### src/rtl/sonar_pkg.sv
// Shared definitions for the sonar echo timer: FSM state encoding and the
// default timing constants used by the top-level parameters.
package sonar_pkg;

  typedef enum logic [2:0] {
    IDLE,
    TRIG,
    WAIT_RISE,
    MEASURE,
    DONE
  } state_t;

  localparam int DEF_CLKS_PER_US = 100;
  localparam int DEF_TRIG_US     = 10;
  localparam int DEF_TIMEOUT_US  = 30000;

  // Larger of two integers, used to size shared counters at elaboration.
  function automatic int max2(input int a, input int b);
    return (a > b) ? a : b;
  endfunction

endpackage

### src/rtl/us_prescaler.sv
// Modulo-DIV cycle counter producing a one-cycle tick every DIV clocks.
// A synchronous clear restarts the count at zero and suppresses the tick.
module us_prescaler #(
  parameter int DIV = 100
) (
  input  logic clock,
  input  logic reset,
  input  logic clear,
  output logic tick
);

  localparam int W = $clog2(DIV);
  localparam logic [W-1:0] LAST = W'(DIV - 1);

  logic [W-1:0] cnt;

  // Count 0..DIV-1 and wrap; clear forces the phase back to zero.
  // NOTE: sequential state uses non-blocking assignments so every flop samples pre-edge values.
  always_ff @(posedge clock or posedge reset) begin
    if (reset) begin
      cnt <= '0;
    end else if (clear || cnt == LAST) begin
      cnt <= '0;
    end else begin
      cnt <= cnt + W'(1);
    end
  end

  assign tick = (cnt == LAST) && !clear;

endmodule

### src/rtl/sonar_echo_timer.sv
// Ultrasonic ranging front-end: fires a trigger pulse, times the echo in
// whole microseconds, and holds the result under a valid/ack handshake.
// Also provides the free-running microsecond counter exported to reg3.
module sonar_echo_timer
  import sonar_pkg::*;
#(
  parameter int CLKS_PER_US = DEF_CLKS_PER_US,
  parameter int TRIG_US     = DEF_TRIG_US,
  parameter int TIMEOUT_US  = DEF_TIMEOUT_US,
  parameter int CNT_W       = 32
) (
  input  logic             clock,
  input  logic             reset,
  input  logic             start,
  input  logic             echo_in,
  input  logic             ack,
  output logic             trig_out,
  output logic             busy,
  output logic             valid,
  output logic             timeout,
  output logic [CNT_W-1:0] echo_us,
  output logic [CNT_W-1:0] us_count
);

  // Trigger width and timeout window are tracked in raw clock cycles so the
  // timeout lands exactly TIMEOUT_US microseconds after the trigger ends,
  // independent of where the measurement prescaler is restarted.
  localparam int TRIG_CYC = TRIG_US * CLKS_PER_US;
  localparam int TMO_CYC  = TIMEOUT_US * CLKS_PER_US;
  localparam int CYC_W    = $clog2(max2(TRIG_CYC, TMO_CYC) + 1);

  localparam logic [CYC_W-1:0] TRIG_LAST   = CYC_W'(TRIG_CYC - 1);
  localparam logic [CYC_W-1:0] TMO_LAST    = CYC_W'(TMO_CYC - 1);
  localparam logic [CNT_W-1:0] TIMEOUT_VAL = CNT_W'(TIMEOUT_US);

  state_t           state;
  logic [CYC_W-1:0] cyc;
  logic [2:0]       echo_sr;
  logic             echo_rise;
  logic             echo_fall;
  logic             free_tick;
  logic             meas_tick;
  logic             meas_clear;
  logic             echo_inc;

  // Two synchronizer flops plus one history flop for edge detection.
  always_ff @(posedge clock or posedge reset) begin
    if (reset) begin
      echo_sr <= '0;
    end else begin
      echo_sr <= {echo_sr[1:0], echo_in};
    end
  end

  assign echo_rise = echo_sr[1] & ~echo_sr[2];
  assign echo_fall = ~echo_sr[1] & echo_sr[2];

  // Free-running microsecond base; never stalled by the measurement.
  us_prescaler #(.DIV(CLKS_PER_US)) u_free_prescaler (
    .clock (clock),
    .reset (reset),
    .clear (1'b0),
    .tick  (free_tick)
  );

  // Measurement base is re-phased at trigger end and again at echo rise so
  // that echo_us is the floor of the high time in microseconds.
  assign meas_clear = ((state == TRIG) && (cyc == TRIG_LAST)) ||
                      ((state == WAIT_RISE) && echo_rise);

  us_prescaler #(.DIV(CLKS_PER_US)) u_meas_prescaler (
    .clock (clock),
    .reset (reset),
    .clear (meas_clear),
    .tick  (meas_tick)
  );

  assign echo_inc = meas_tick && (echo_us < TIMEOUT_VAL);

  // Free-running microsecond counter, wraps naturally at 2^CNT_W.
  always_ff @(posedge clock or posedge reset) begin
    if (reset) begin
      us_count <= '0;
    end else if (free_tick) begin
      us_count <= us_count + CNT_W'(1);
    end
  end

  // Measurement FSM with registered outputs and result handshake.
  always_ff @(posedge clock or posedge reset) begin
    if (reset) begin
      state    <= IDLE;
      cyc      <= '0;
      trig_out <= 1'b0;
      busy     <= 1'b0;
      valid    <= 1'b0;
      timeout  <= 1'b0;
      echo_us  <= '0;
    end else begin
      case (state)
        IDLE, DONE: begin
          // start beats ack when both arrive together
          if (start) begin
            state    <= TRIG;
            cyc      <= '0;
            trig_out <= 1'b1;
            busy     <= 1'b1;
            valid    <= 1'b0;
            timeout  <= 1'b0;
            echo_us  <= '0;
          end else if (ack) begin
            valid <= 1'b0;
          end
        end

        TRIG: begin
          if (cyc == TRIG_LAST) begin
            state    <= WAIT_RISE;
            cyc      <= '0;
            trig_out <= 1'b0;
          end else begin
            cyc <= cyc + CYC_W'(1);
          end
        end

        WAIT_RISE: begin
          // A level already high here produces no rise pulse, so it is ignored.
          if (cyc == TMO_LAST) begin
            state   <= DONE;
            busy    <= 1'b0;
            valid   <= 1'b1;
            timeout <= 1'b1;
            echo_us <= TIMEOUT_VAL;
          end else begin
            cyc <= cyc + CYC_W'(1);
            if (echo_rise) begin
              state <= MEASURE;
            end
          end
        end

        MEASURE: begin
          if (echo_fall) begin
            state   <= DONE;
            busy    <= 1'b0;
            valid   <= 1'b1;
            timeout <= 1'b0;
            if (echo_inc) begin
              echo_us <= echo_us + CNT_W'(1);
            end
          end else if (cyc == TMO_LAST) begin
            state   <= DONE;
            busy    <= 1'b0;
            valid   <= 1'b1;
            timeout <= 1'b1;
            echo_us <= TIMEOUT_VAL;
          end else begin
            cyc <= cyc + CYC_W'(1);
            if (echo_inc) begin
              echo_us <= echo_us + CNT_W'(1);
            end
          end
        end

        default: begin
          state    <= IDLE;
          trig_out <= 1'b0;
          busy     <= 1'b0;
        end
      endcase
    end
  end

endmodule

### config.mk
export PLATFORM = sky130hd
export DESIGN_NAME = sonar_echo_timer
export DESIGN_NICKNAME = d
export VERILOG_FILES = /design/src/rtl/sonar_pkg.sv /design/src/rtl/us_prescaler.sv /design/src/rtl/sonar_echo_timer.sv
export SDC_FILE = /design/constraint.sdc
export NUM_CORES = 1
export LEC_CHECK = 0
export ABC_AREA = 1
export CAP_MARGIN = 20
export CORE_MARGIN = 2
export CORE_UTILIZATION = 30
export CTS_BUF_LIST = sky130_fd_sc_hd__clkbuf_4 sky130_fd_sc_hd__clkbuf_8
export DETAILED_ROUTE_END_ITERATION = 10
export GPL_ROUTABILITY_DRIVEN = 0
export PLACE_DENSITY_LB_ADDON = 0.05
export SLEW_MARGIN = 20
export SYNTH_ARGS = -nofsm -noshare
export SYNTH_HDL_FRONTEND = slang
export SYNTH_HIERARCHICAL = 1
export SYNTH_SLANG_ARGS = --single-unit
### constraint.sdc
create_clock -name clock -period 6.95 [get_ports clock]
set_clock_uncertainty 0.1 [all_clocks]
set_input_delay 1.39 -clock clock [delete_from_list [all_inputs] [get_ports clock]]
set_output_delay 1.39 -clock clock [all_outputs]
set_load 0.02 [all_outputs]
==> results of run 1 <==
## cells in the final DEF, fill, tap and decap left out, types with 3 or more instances in the layout
cell               n
nand2_1          190
dfrtp_1          110
inv_1            107
nor2_1            97
clkdlybuf4s50_1   72
nand3_1           64
xor2_1            31
nor2_2            24
nand4_1           20
nor3_1            19
o21ai_0           16
xnor2_1           13
a21oi_1           11
nand3b_1          11
o21ai_2            9
clkbuf_8           9
inv_2              8
nand2_2            6
o211ai_1           5
ha_1               5
nor2_4             4
o21bai_1           4
nor4_1             4
nand2_4            3
a21oi_2            3
inv_6              3
buf_4              3
## power by group
part / total [W] / internal [W] / switching (W)
Clock: 0.000390 / 0.000138 / 0.000252
Combinational: 0.000614 / 0.000186 / 0.000427
Sequential: 0.000783 / 0.000702 / 0.0000809
Total: 0.00179 / 0.00103 / 0.000760
## metal layers
| metal | global-route usage, % | part of all wire (%) | vias to the layer above |
|---|---|---|---|
| li1 | - | - | 2672 |
| met1 | 20.24 | 48 | 2549 |
| met2 | 25.05 | 46 | 128 |
| met3 | 2.546 | 3.7 | 27 |
| met4 | 5.048 | 2.0 | 0 |
| met5 | 0 | 0 | - |
## state kept, by name, summed over array words and instances (netlist names)
register,flops
valid,1
echo_sr,3
u_free_prescaler/cnt,7
u_meas_prescaler/cnt,7
trig_out,1
us_count,32
echo_us,32
timeout,1
busy,1
state,3
cyc,22
## kinds of logic (layout without fill, tap and decap cells)
logic type	after synthesis	in the layout	synth area share (%)
other cells	1	2	0.06003
simple gates	452	452	33.67
xor+xnor	44	44	6.169
fa+ha+maj	5	5	1.001
compound gates	57	57	6.329
mux	1	1	0.1802
flops	110	110	44.06
buf+inv	128	209	8.532
## how the worst min path moves through the flow
stage,end,slack [ns],cells after the start,start
2_1_floorplan,echo_sr[1]$_DFF_PP0_,0.23,0,echo_sr[0]$_DFF_PP0_
3_3_place_gp,echo_sr[1]$_DFF_PP0_,0.24,0,echo_sr[0]$_DFF_PP0_
3_5_place_dp,echo_sr[1]$_DFF_PP0_,0.24,0,echo_sr[0]$_DFF_PP0_
4_1_cts,echo_sr[1]$_DFF_PP0_,0.27,0,echo_sr[0]$_DFF_PP0_
5_1_grt,echo_sr[1]$_DFF_PP0_,0.28,0,echo_sr[0]$_DFF_PP0_
6_report,echo_sr[1]$_DFF_PP0_,0.26,0,echo_sr[0]$_DFF_PP0_
## per-stage QoR
step | area (µm²) | utilization [%] | worst slack, ns
6_report | 7438 | 36.53 | 3.847
5_1_grt | 7438 | 36.53 | 3.692
4_1_cts | 7438 | 36.53 | 3.859
3_5_place_dp | 7249 | 35.60 | 3.421
3_3_place_gp | 7249 | 35.60 | 3.465
2_1_floorplan | 6251 | - | 2.955
## Yosys cell counts, types with 2 or more instances
| cell | n |
|---|---|
| nand3_4 | 2 |
| inv_2 | 8 |
| nand2_4 | 3 |
| nor3_2 | 2 |
| or2_2 | 2 |
| inv_1 | 108 |
| xnor2_1 | 13 |
| nor4_1 | 4 |
| nand4_1 | 20 |
| nand2_1 | 190 |
| nor3_1 | 19 |
| buf_6 | 3 |
| o21ai_0 | 16 |
| nand2_2 | 6 |
| nand3_1 | 64 |
| nor2_4 | 4 |
| nor2_1 | 97 |
| nand3b_1 | 11 |
| buf_1 | 2 |
| o21bai_1 | 4 |
| a21oi_2 | 3 |
| nor2_2 | 24 |
| ha_1 | 5 |
| xor2_1 | 31 |
| o21bai_2 | 2 |
| o211ai_1 | 5 |
| a21oi_1 | 11 |
| o21ai_2 | 9 |
| o2111ai_2 | 2 |
| buf_4 | 2 |
| dfrtp_1 | 110 |
## final cells by class
cell class | instances | area (µm²)
clock buffers | 9 | 123.9
repair buffers | 75 | 743.2
well taps | 270 | 337.8
multi-input cells | 561 | 2965
flip-flops and latches | 110 | 2753
clock inverters | 7 | 65.06
fillers | 2164 | 12930
inverters | 118 | 450.4
==> flow_summary.json, run 1 <==
{
  "track_usage_pct": 15.16,
  "synth-edff-count": 0,
  "max-vdd-ir-drop_v": 0.0001012,
  "endpoint": "cyc[17]$_DFFE_PP0P_",
  "via_per_inst": 4.675,
  "area_delta_synth_final_pct": 19.07,
  "fp.coreArea_mm2": 0.02036,
  "initialDrtViolationCount": 282,
  "postCtsSetupBuffers": 0,
  "synthFlopType": "dfrtp_1",
  "die-area_mm2": 0.02199,
  "drv_cap": 0,
  "clkTransAtPathRegs_ns": 0.12,
  "crit_start": "start",
  "start_util_pct": 30.68,
  "clk_latency_ns": 0.39,
  "rr_worst_depth": 16,
  "synth_seq_cells": 110,
  "crit_family": "buffers and inverters",
  "cp_data_arrival_time_ns": 3.30,
  "drive_gt1_share_pct": 10.34,
  "clock_path_buffers": 2,
  "async_flop_share_pct": 100.0,
  "worst_slew_pin_slew_ns": 0.8564,
  "p_per_area_mw_per_mm2": 240.2,
  "routed_wl_mm": 15.97,
  "r2r-end": "echo_us[12]$_DFFE_PP0P_",
  "hp-class": "reg2reg",
  "fin_total_pwr_w": 0.001787,
  "yosysTopAreaCell": "dfrtp_1",
  "cp.depth": 9,
  "cts_buffers": 9,
  "crit_path_end_kind": "flop",
  "die_w_um": 148.3,
  "cts_tree": "yes",
  "drv_slew": 0,
  "cts.repair.resized": 0,
  "period_share_pct": 44.64,
  "grt_max_degree": 66,
  "crit_slowest_cell": "clkdlybuf4s50_1",
  "fmax_mhz": 322.3,
  "crit_type": "in2reg",
  "synth.top_cell.area_share_pct": 44.06,
  "clock_sinks": 110,
  "overflow": 0,
  "antenna_found_initial": 0,
  "status": "complete, no violations",
  "whs_ns": 0.2649,
  "yosys.cell_types.count": 47,
  "slowest_delay_ns": 0.54,
  "die_h_um": 148.3,
  "period_minus_slack_ns": 3.103,
  "rows": 52,
  "leakagePower_nw": 3.489,
  "netlist_area_mm2": 0.006247,
  "place_inst": 1134,
  "ys_warn_count": 6,
  "htree_levels": 3,
  "grt_pass1_wl_mm": 26.82,
  "grt_pass1_vias": 5267,
  "vias": 5376,
  "finalHoldViolCount": 0,
  "port_buffers": 72,
  "wl_per_cell_um": 13.89,
  "r2r_setup_slack_ns": 4.12,
  "synth-seq-area-share_pct": 44.06,
  "drc": 0,
  "required_ns": 7.14,
  "cp.buffers_inverters": 3,
  "clockRootBuffer": "clkbuf_8",
  "ant_nets": 0,
  "crit_chain": "clkdlybuf4s50_1, nor2_2, inv_2, o211ai_1, nor2_2, buf_4, nand3_1, nor2_1, nor2_1",
  "r2r_start": "cyc[0]$_DFFE_PP0P_",
  "synth_cells": 798,
  "diodes": 0,
  "fin_nets": 885,
  "rsz0062_at_grt": "false",
  "hpwl_mm": 11.93,
  "tns_ns": 0,
  "crit_fanout": 18,
  "finalSetupViolations": 0,
  "postCtsHoldBufs": 0,
  "avgSynthCellArea_um2": 7.829,
  "critPathLaunchType": "input port",
  "relSlewSlack_pct": 42.91,
  "dr.pass1.iters": 5,
  "fin_cells": 1150,
  "synthTopCellsByArea": "dfrtp_1, nand2_1, inv_1",
  "io_pins": 73
}
(Power assumes the default switching activity.)
==> run 2, diff against run 1 <==
==> constraint.sdc (replaced) <==
create_clock -name clock -period 2.55 [get_ports clock]
set_clock_uncertainty 0.1 [all_clocks]
set_input_delay 0.51 -clock clock [delete_from_list [all_inputs] [get_ports clock]]
set_output_delay 0.51 -clock clock [all_outputs]
set_load 0.02 [all_outputs]
==> run 2 against run 1 <==
Against the previous run: core utilization grew 1.3 points; count of clock-buffer cells in the layout up 1; routed wire length grew 1.3%; first-iteration DRC count is 49% lower; largest power group unchanged; non-clock buffer count is 25 higher; combinational power increased to 3.0 times the previous value; design area rose by 3.5%; cell count is 2.1% higher; via count rose by 1.6%; sequential share of layout area down 1.2 points.
==> flow_summary.json, run 2 (synthesized netlist as in run 1, its figures left out) <==
{
  "status": "complete, no violations",
  "ant_nets": 0,
  "finalHoldViolCount": 0,
  "track_usage_pct": 15.68,
  "period_share_pct": 92.51,
  "clockRootBuffer": "clkbuf_8",
  "start_util_pct": 30.68,
  "crit_family": "simple AND/OR/NAND/NOR gates",
  "hp-class": "reg2reg",
  "cts_buffers": 9,
  "via_per_inst": 4.652,
  "fin_cells": 1174,
  "crit_chain": "ha_2, inv_1, nor2_1, nand3b_1, nor2_2, nand2_2, inv_2, nand2_2, nor2_4, nand2_2, nor2_2, nand4_1, nor2_1, xor2_1",
  "place_inst": 1150,
  "slowest_delay_ns": 0.42,
  "p_per_area_mw_per_mm2": 645.0,
  "finalSetupViolations": 0,
  "postCtsHoldBufs": 0,
  "fillers": 2127,
  "grt_pass1_wl_mm": 28.03,
  "htree_levels": 3,
  "max-vdd-ir-drop_v": 0.0002741,
  "drive_gt1_share_pct": 14.38,
  "period_minus_slack_ns": 2.359,
  "hp-start": "echo_sr[0]$_DFF_PP0_",
  "area_delta_synth_final_pct": 23.23,
  "fin_nets": 910,
  "clk_latency_ns": 0.39,
  "r2r_start": "u_free_prescaler/cnt[0]$_DFF_PP0_",
  "final_cell_area_mm2": 0.007699,
  "whs_ns": 0.2610,
  "clock_sinks": 110,
  "die_h_um": 148.3,
  "overflow": 0,
  "port_buffers": 72,
  "multi_input_area_mm2": 0.003010,
  "fp.coreArea_mm2": 0.02036,
  "wl_per_cell_um": 13.78,
  "hold_path_depth": 0,
  "dr.pass1.iters": 5,
  "io_pins": 73,
  "rsz0062_at_grt": "true",
  "final_cell_mix": "nand2_1, dfrtp_1, inv_1, nor2_1, clkdlybuf4s50_1",
  "dr_wl_met2_mm": 7.781,
  "drv_cap": 0,
  "required_ns": 2.78,
  "met3_length_um": 714,
  "wl_met1_mm": 7.471,
  "top_regs": "echo_us: 32 flops, us_count: 32 flops, cyc: 22 flops",
  "clkTransAtPathRegs_ns": 0.12,
  "cts_tree": "yes",
  "r2r_setup_slack_ns": 0.19,
  "drv_slew": 0,
  "crit_type": "reg2reg",
  "grt_max_degree": 57,
  "rr_worst_depth": 14,
  "clock_path_buffers": 2,
  "relSlewSlack_pct": 59.76,
  "worst_slew_pin_slew_ns": 0.6029,
  "grt_pass1_vias": 5562,
  "vias": 5462,
  "r2r-end": "us_count[24]$_DFFE_PP0P_",
  "top_layer_used": "met4",
  "leakagePower_nw": 3.621,
  "die-area_mm2": 0.02199,
  "initialDrtViolationCount": 145,
  "hpwl_mm": 12.05,
  "cp_data_arrival_time_ns": 2.59,
  "diodes": 0,
  "crit_fanout": 5,
  "crit_slowest_cell": "dfrtp_1",
  "seq_area_mm2": 0.002754,
  "drc": 0,
  "routed_wl_mm": 16.18,
  "critPathLaunchType": "flop",
  "place_area_mm2": 0.007408,
  "rows": 52,
  "hold_end": "echo_sr[1]$_DFF_PP0_",
  "antenna_found_initial": 0,
  "crit_path_end_kind": "flop",
  "cp_common_cell": "nand2_2",
  "die_w_um": 148.3,
  "fmax_mhz": 423.9,
  "cp.buffers_inverters": 2,
  "final_common_cell": "nand2_1"
}
## run 2: power by group
| group | switching, W | internal (W) |
|---|---|---|
| logic | 0.00124 | 0.000599 |
| clock network | 0.000653 | 0.000376 |
| registers | 0.000188 | 0.00191 |
| total | 0.00208 | 0.00289 |
## run 2: worst max-delay path by stage
stage / startpoint / endpoint / slack [ns] / cells after the start
detailed placement: cyc[0]$_DFFE_PP0P_ / echo_us[4]$_DFFE_PP0P_ / 0.02 / 16
floorplan: state[1]$_DFFE_PP0P_ / echo_us[12]$_DFFE_PP0P_ / 0.25 / 14
global route: u_free_prescaler/cnt[0]$_DFF_PP0_ / us_count[25]$_DFFE_PP0P_ / -0.02 / 15
finish: u_free_prescaler/cnt[0]$_DFF_PP0_ / us_count[24]$_DFFE_PP0P_ / 0.19 / 14
CTS: u_free_prescaler/cnt[0]$_DFF_PP0_ / us_count[24]$_DFFE_PP0P_ / 0.002 / 14
global placement: u_free_prescaler/cnt[0]$_DFF_PP0_ / us_count[24]$_DFFE_PP0P_ / 0.07 / 14
## run 2: cell type report
class                   count  area share [%]
clock inverters             5          0.5851
repair buffers            100           12.58
multi-input cells         561           39.10
well taps                 270           4.388
inverters                 118           5.867
clock buffers              10           1.706
flip-flops and latches    110           35.77
## run 2: worst reg2reg max path, cell delays in order, from the launching register on
cell and delay [ns]:
dfrtp_1 0.42, ha_2 0.22, inv_1 0.05, nor2_1 0.08
nand3b_1 0.11, nor2_2 0.19, nand2_2 0.09, inv_2 0.07
nand2_2 0.10, nor2_4 0.16, nand2_2 0.10, nor2_2 0.15
nand4_1 0.15, nor2_1 0.18, xor2_1 0.15
## run 2: repair_timing
action                                  4_1_cts  5_1_grt
gates cloned                                  0        0
endpoints found under the setup margin        4       20
setup buffers                                 0        9
resized for setup                             1       16
pin swaps                                     0        8
## run 2: routing by layer
layer / vias up / track usage [%]
met5: - / 0
met4: 0 / 4.190
met3: 13 / 2.791
met2: 125 / 26.32
met1: 2600 / 20.92
li1: 2724 / -
## run 2: per-stage QoR
stage               utilization [%]  TNS [ns]  power (W)  worst slack, ns
finish                        37.80         0   0.004966           0.1911
global route                  37.80  -0.02418   0.005358         -0.02418
CTS                           37.27         0   0.005014         0.001846
detailed placement            36.38         0   0.003946          0.01593
global placement              36.38         0   0.003934          0.06955
floorplan                         -         0   0.003463           0.2510
==> run 3, diff against run 2 <==
--- a/config.mk
+++ b/config.mk
@@ -7,7 +7,7 @@
 export LEC_CHECK = 0
 export ABC_AREA = 1
 export CAP_MARGIN = 20
-export CORE_MARGIN = 2
+export CORE_MARGIN = 3
 export CORE_UTILIZATION = 30
 export CTS_BUF_LIST = sky130_fd_sc_hd__clkbuf_4 sky130_fd_sc_hd__clkbuf_8
 export DETAILED_ROUTE_END_ITERATION = 10
==> run 3 against run 2 <==
Against the previous run: count of clock-buffer cells in the layout shrank 1; design area up 0.36%; global-route usage fell by 0.95 points; cell count unchanged; hold slack better by 0.0018 ns; routed wire length decreased by 1.1%; die area increased by 2.7%; register-to-register slack improved by 0.03 ns; sequential power about the same; sequential share of layout area is 0.13 points lower; via count shrank 2.4%.
==> flow_summary.json, run 3 (synthesized netlist as in run 1, its figures left out) <==
{
  "status": "complete, no violations",
  "crit_fanout": 6,
  "finalWorstSetupSlack_ns": 0.2222,
  "clock_path_buffers": 2,
  "final_util_pct": 37.94,
  "vias": 5332,
  "rows": 52,
  "grt_pass1_wl_mm": 27.04,
  "p_int_w": 0.003053,
  "relSlewSlack_pct": 62.53,
  "comb_power_share_pct": 34.3,
  "leakagePower_nw": 3.637,
  "io_pins": 73,
  "fin_nets": 909,
  "tns_ns": 0,
  "clkPwrFrac_pct": 24.4,
  "crit_path_end_kind": "flop",
  "hp-class": "reg2reg",
  "finalHoldViolCount": 0,
  "die-area_mm2": 0.02259,
  "period_share_pct": 91.29,
  "via_per_inst": 4.542,
  "final_common_cell": "nand2_1",
  "final_cell_mix": "nand2_1, dfrtp_1, inv_1, nor2_1, clkdlybuf4s50_1",
  "whs_ns": 0.2627,
  "required_ns": 2.74,
  "seqPwrFrac_pct": 41.2,
  "place_area_mm2": 0.007398,
  "start_util_pct": 30.68,
  "cts_buffers": 9,
  "cts_tree": "yes",
  "period_minus_slack_ns": 2.328,
  "fp.coreArea_mm2": 0.02036,
  "wl_per_cell_um": 13.63,
  "p_per_area_mw_per_mm2": 662.4,
  "drv_cap": 0,
  "clock_sinks": 110,
  "place_ws_ns": -0.001162,
  "final_cell_area_mm2": 0.007726,
  "finalSetupViolations": 0,
  "die_h_um": 150.3,
  "grt_max_degree": 65,
  "initialDrtViolationCount": 221,
  "worst_slew_pin_slew_ns": 0.5615,
  "drv_slew": 0,
  "diodes": 0,
  "grt_pass1_vias": 5376,
  "cp_data_arrival_time_ns": 2.51,
  "rr_worst_depth": 16,
  "top_regs": "echo_us: 32 flops, us_count: 32 flops, cyc: 22 flops",
  "hold_path_depth": 0,
  "fmax_mhz": 429.6,
  "die_w_um": 150.3,
  "track_usage_pct": 14.74,
  "crit_type": "reg2reg",
  "area_delta_synth_final_pct": 23.67,
  "routed_wl_mm": 16.00,
  "drc": 0,
  "clockRootBuffer": "clkbuf_8",
  "max-vdd-ir-drop_v": 0.0002561,
  "port_buffers": 72,
  "dr.pass1.iters": 5,
  "ant_nets": 0,
  "postCtsHoldBufs": 0,
  "hpwl_mm": 12.13,
  "clk_latency_ns": 0.39,
  "drive_gt1_share_pct": 14.16,
  "clkTransAtPathRegs_ns": 0.12,
  "power_switching_w": 0.002065,
  "critPathLaunchType": "flop",
  "overflow": 0,
  "antenna_found_initial": 0,
  "htree_levels": 3,
  "sw_frac_of_total_pct": 40.35
}
-- run 3: cell types whose count changed in the layout (fill, tap and decap cells not counted), moves of 2 or more --
cell / change
ha_2: -2
buf_12: -2
bufinv_16: +2
ha_1: +2
clkinv_4: -2
-- run 3: timing repair --
action / 4_1_cts / 5_1_grt
pin swaps: 0 / 8
setup buffers: 0 / 6
resized for setup: 1 / 14
setup endpoints to repair: 1 / 19
-- run 3: metrics by stage --
stage,instances,power [W]
final,1174,0.005118
after global routing,1174,0.005492
after CTS,1168,0.005224
after detailed placement,1152,0.003923
after global placement,1152,0.003911
after floorplan,799,0.003463
-- run 3: worst max-delay path, stage by stage (launching register included) --
cell and delay [ns]:
dfrtp_1 0.43, nor2_1 0.15, nand3_1 0.10, nor2_2 0.15, nand4_1 0.16, o32ai_2 0.15
nor2_1 0.08, inv_1 0.06, nor2_1 0.04, and2_1 0.14, nand3_2 0.11, inv_1 0.06
nand2_1 0.11, nor2_4 0.06, buf_4 0.13, o21ai_0 0.14, nor2_1 0.05
-- run 3: power groups by stage --
| stage | registers (W) | clock network, W | logic (W) |
|---|---|---|---|
| floorplan | 0.00216 | 0 | 0.00130 |
| global placement | 0.00214 | 0 | 0.00177 |
| detailed placement | 0.00215 | 0 | 0.00178 |
| CTS | 0.00211 | 0.00133 | 0.00178 |
| global route | 0.00214 | 0.00137 | 0.00198 |
| finish | 0.00211 | 0.00125 | 0.00176 |
-- run 3: worst paths after layout --
| path | end | startpoint | slack [ns] |
|---|---|---|---|
| hold reg to reg | echo_sr[1]$_DFF_PP0_ | echo_sr[0]$_DFF_PP0_ | 0.26 |
| setup / recovery | echo_us[0]$_DFFE_PP0P_ | cyc[12]$_DFFE_PP0P_ | 0.22 |
| hold / removal | echo_sr[1]$_DFF_PP0_ | echo_sr[0]$_DFF_PP0_ | 0.26 |
| max in group asynchronous | us_count[0]$_DFFE_PP0P_ | reset | 1.42 |
| min in group asynchronous | u_meas_prescaler/cnt[6]$_DFF_PP0_ | reset | 0.41 |
| setup reg to reg | echo_us[0]$_DFFE_PP0P_ | cyc[12]$_DFFE_PP0P_ | 0.22 |
-- run 3: layout make-up --
class | instances | area (µm²)
fillers | 2145 | 12640
clock buffers | 9 | 123.9
clock inverters | 7 | 112.6
well taps | 270 | 337.8
repair buffers | 99 | 935.9
multi-input cells | 561 | 3010
flip-flops and latches | 110 | 2754
inverters | 118 | 451.7
-- run 3: routing by layer --
metal  share of wire [%]  routed length, µm  vias up  global-route usage [%]
li1                    -                  -     2723                       -
met1                  48               7648     2522                   20.36
met2                  48               7640       75                   23.62
met3                 3.1                492       12                   2.378
met4                 1.3                214        0                   4.803
met5                   0                  0        -                       0
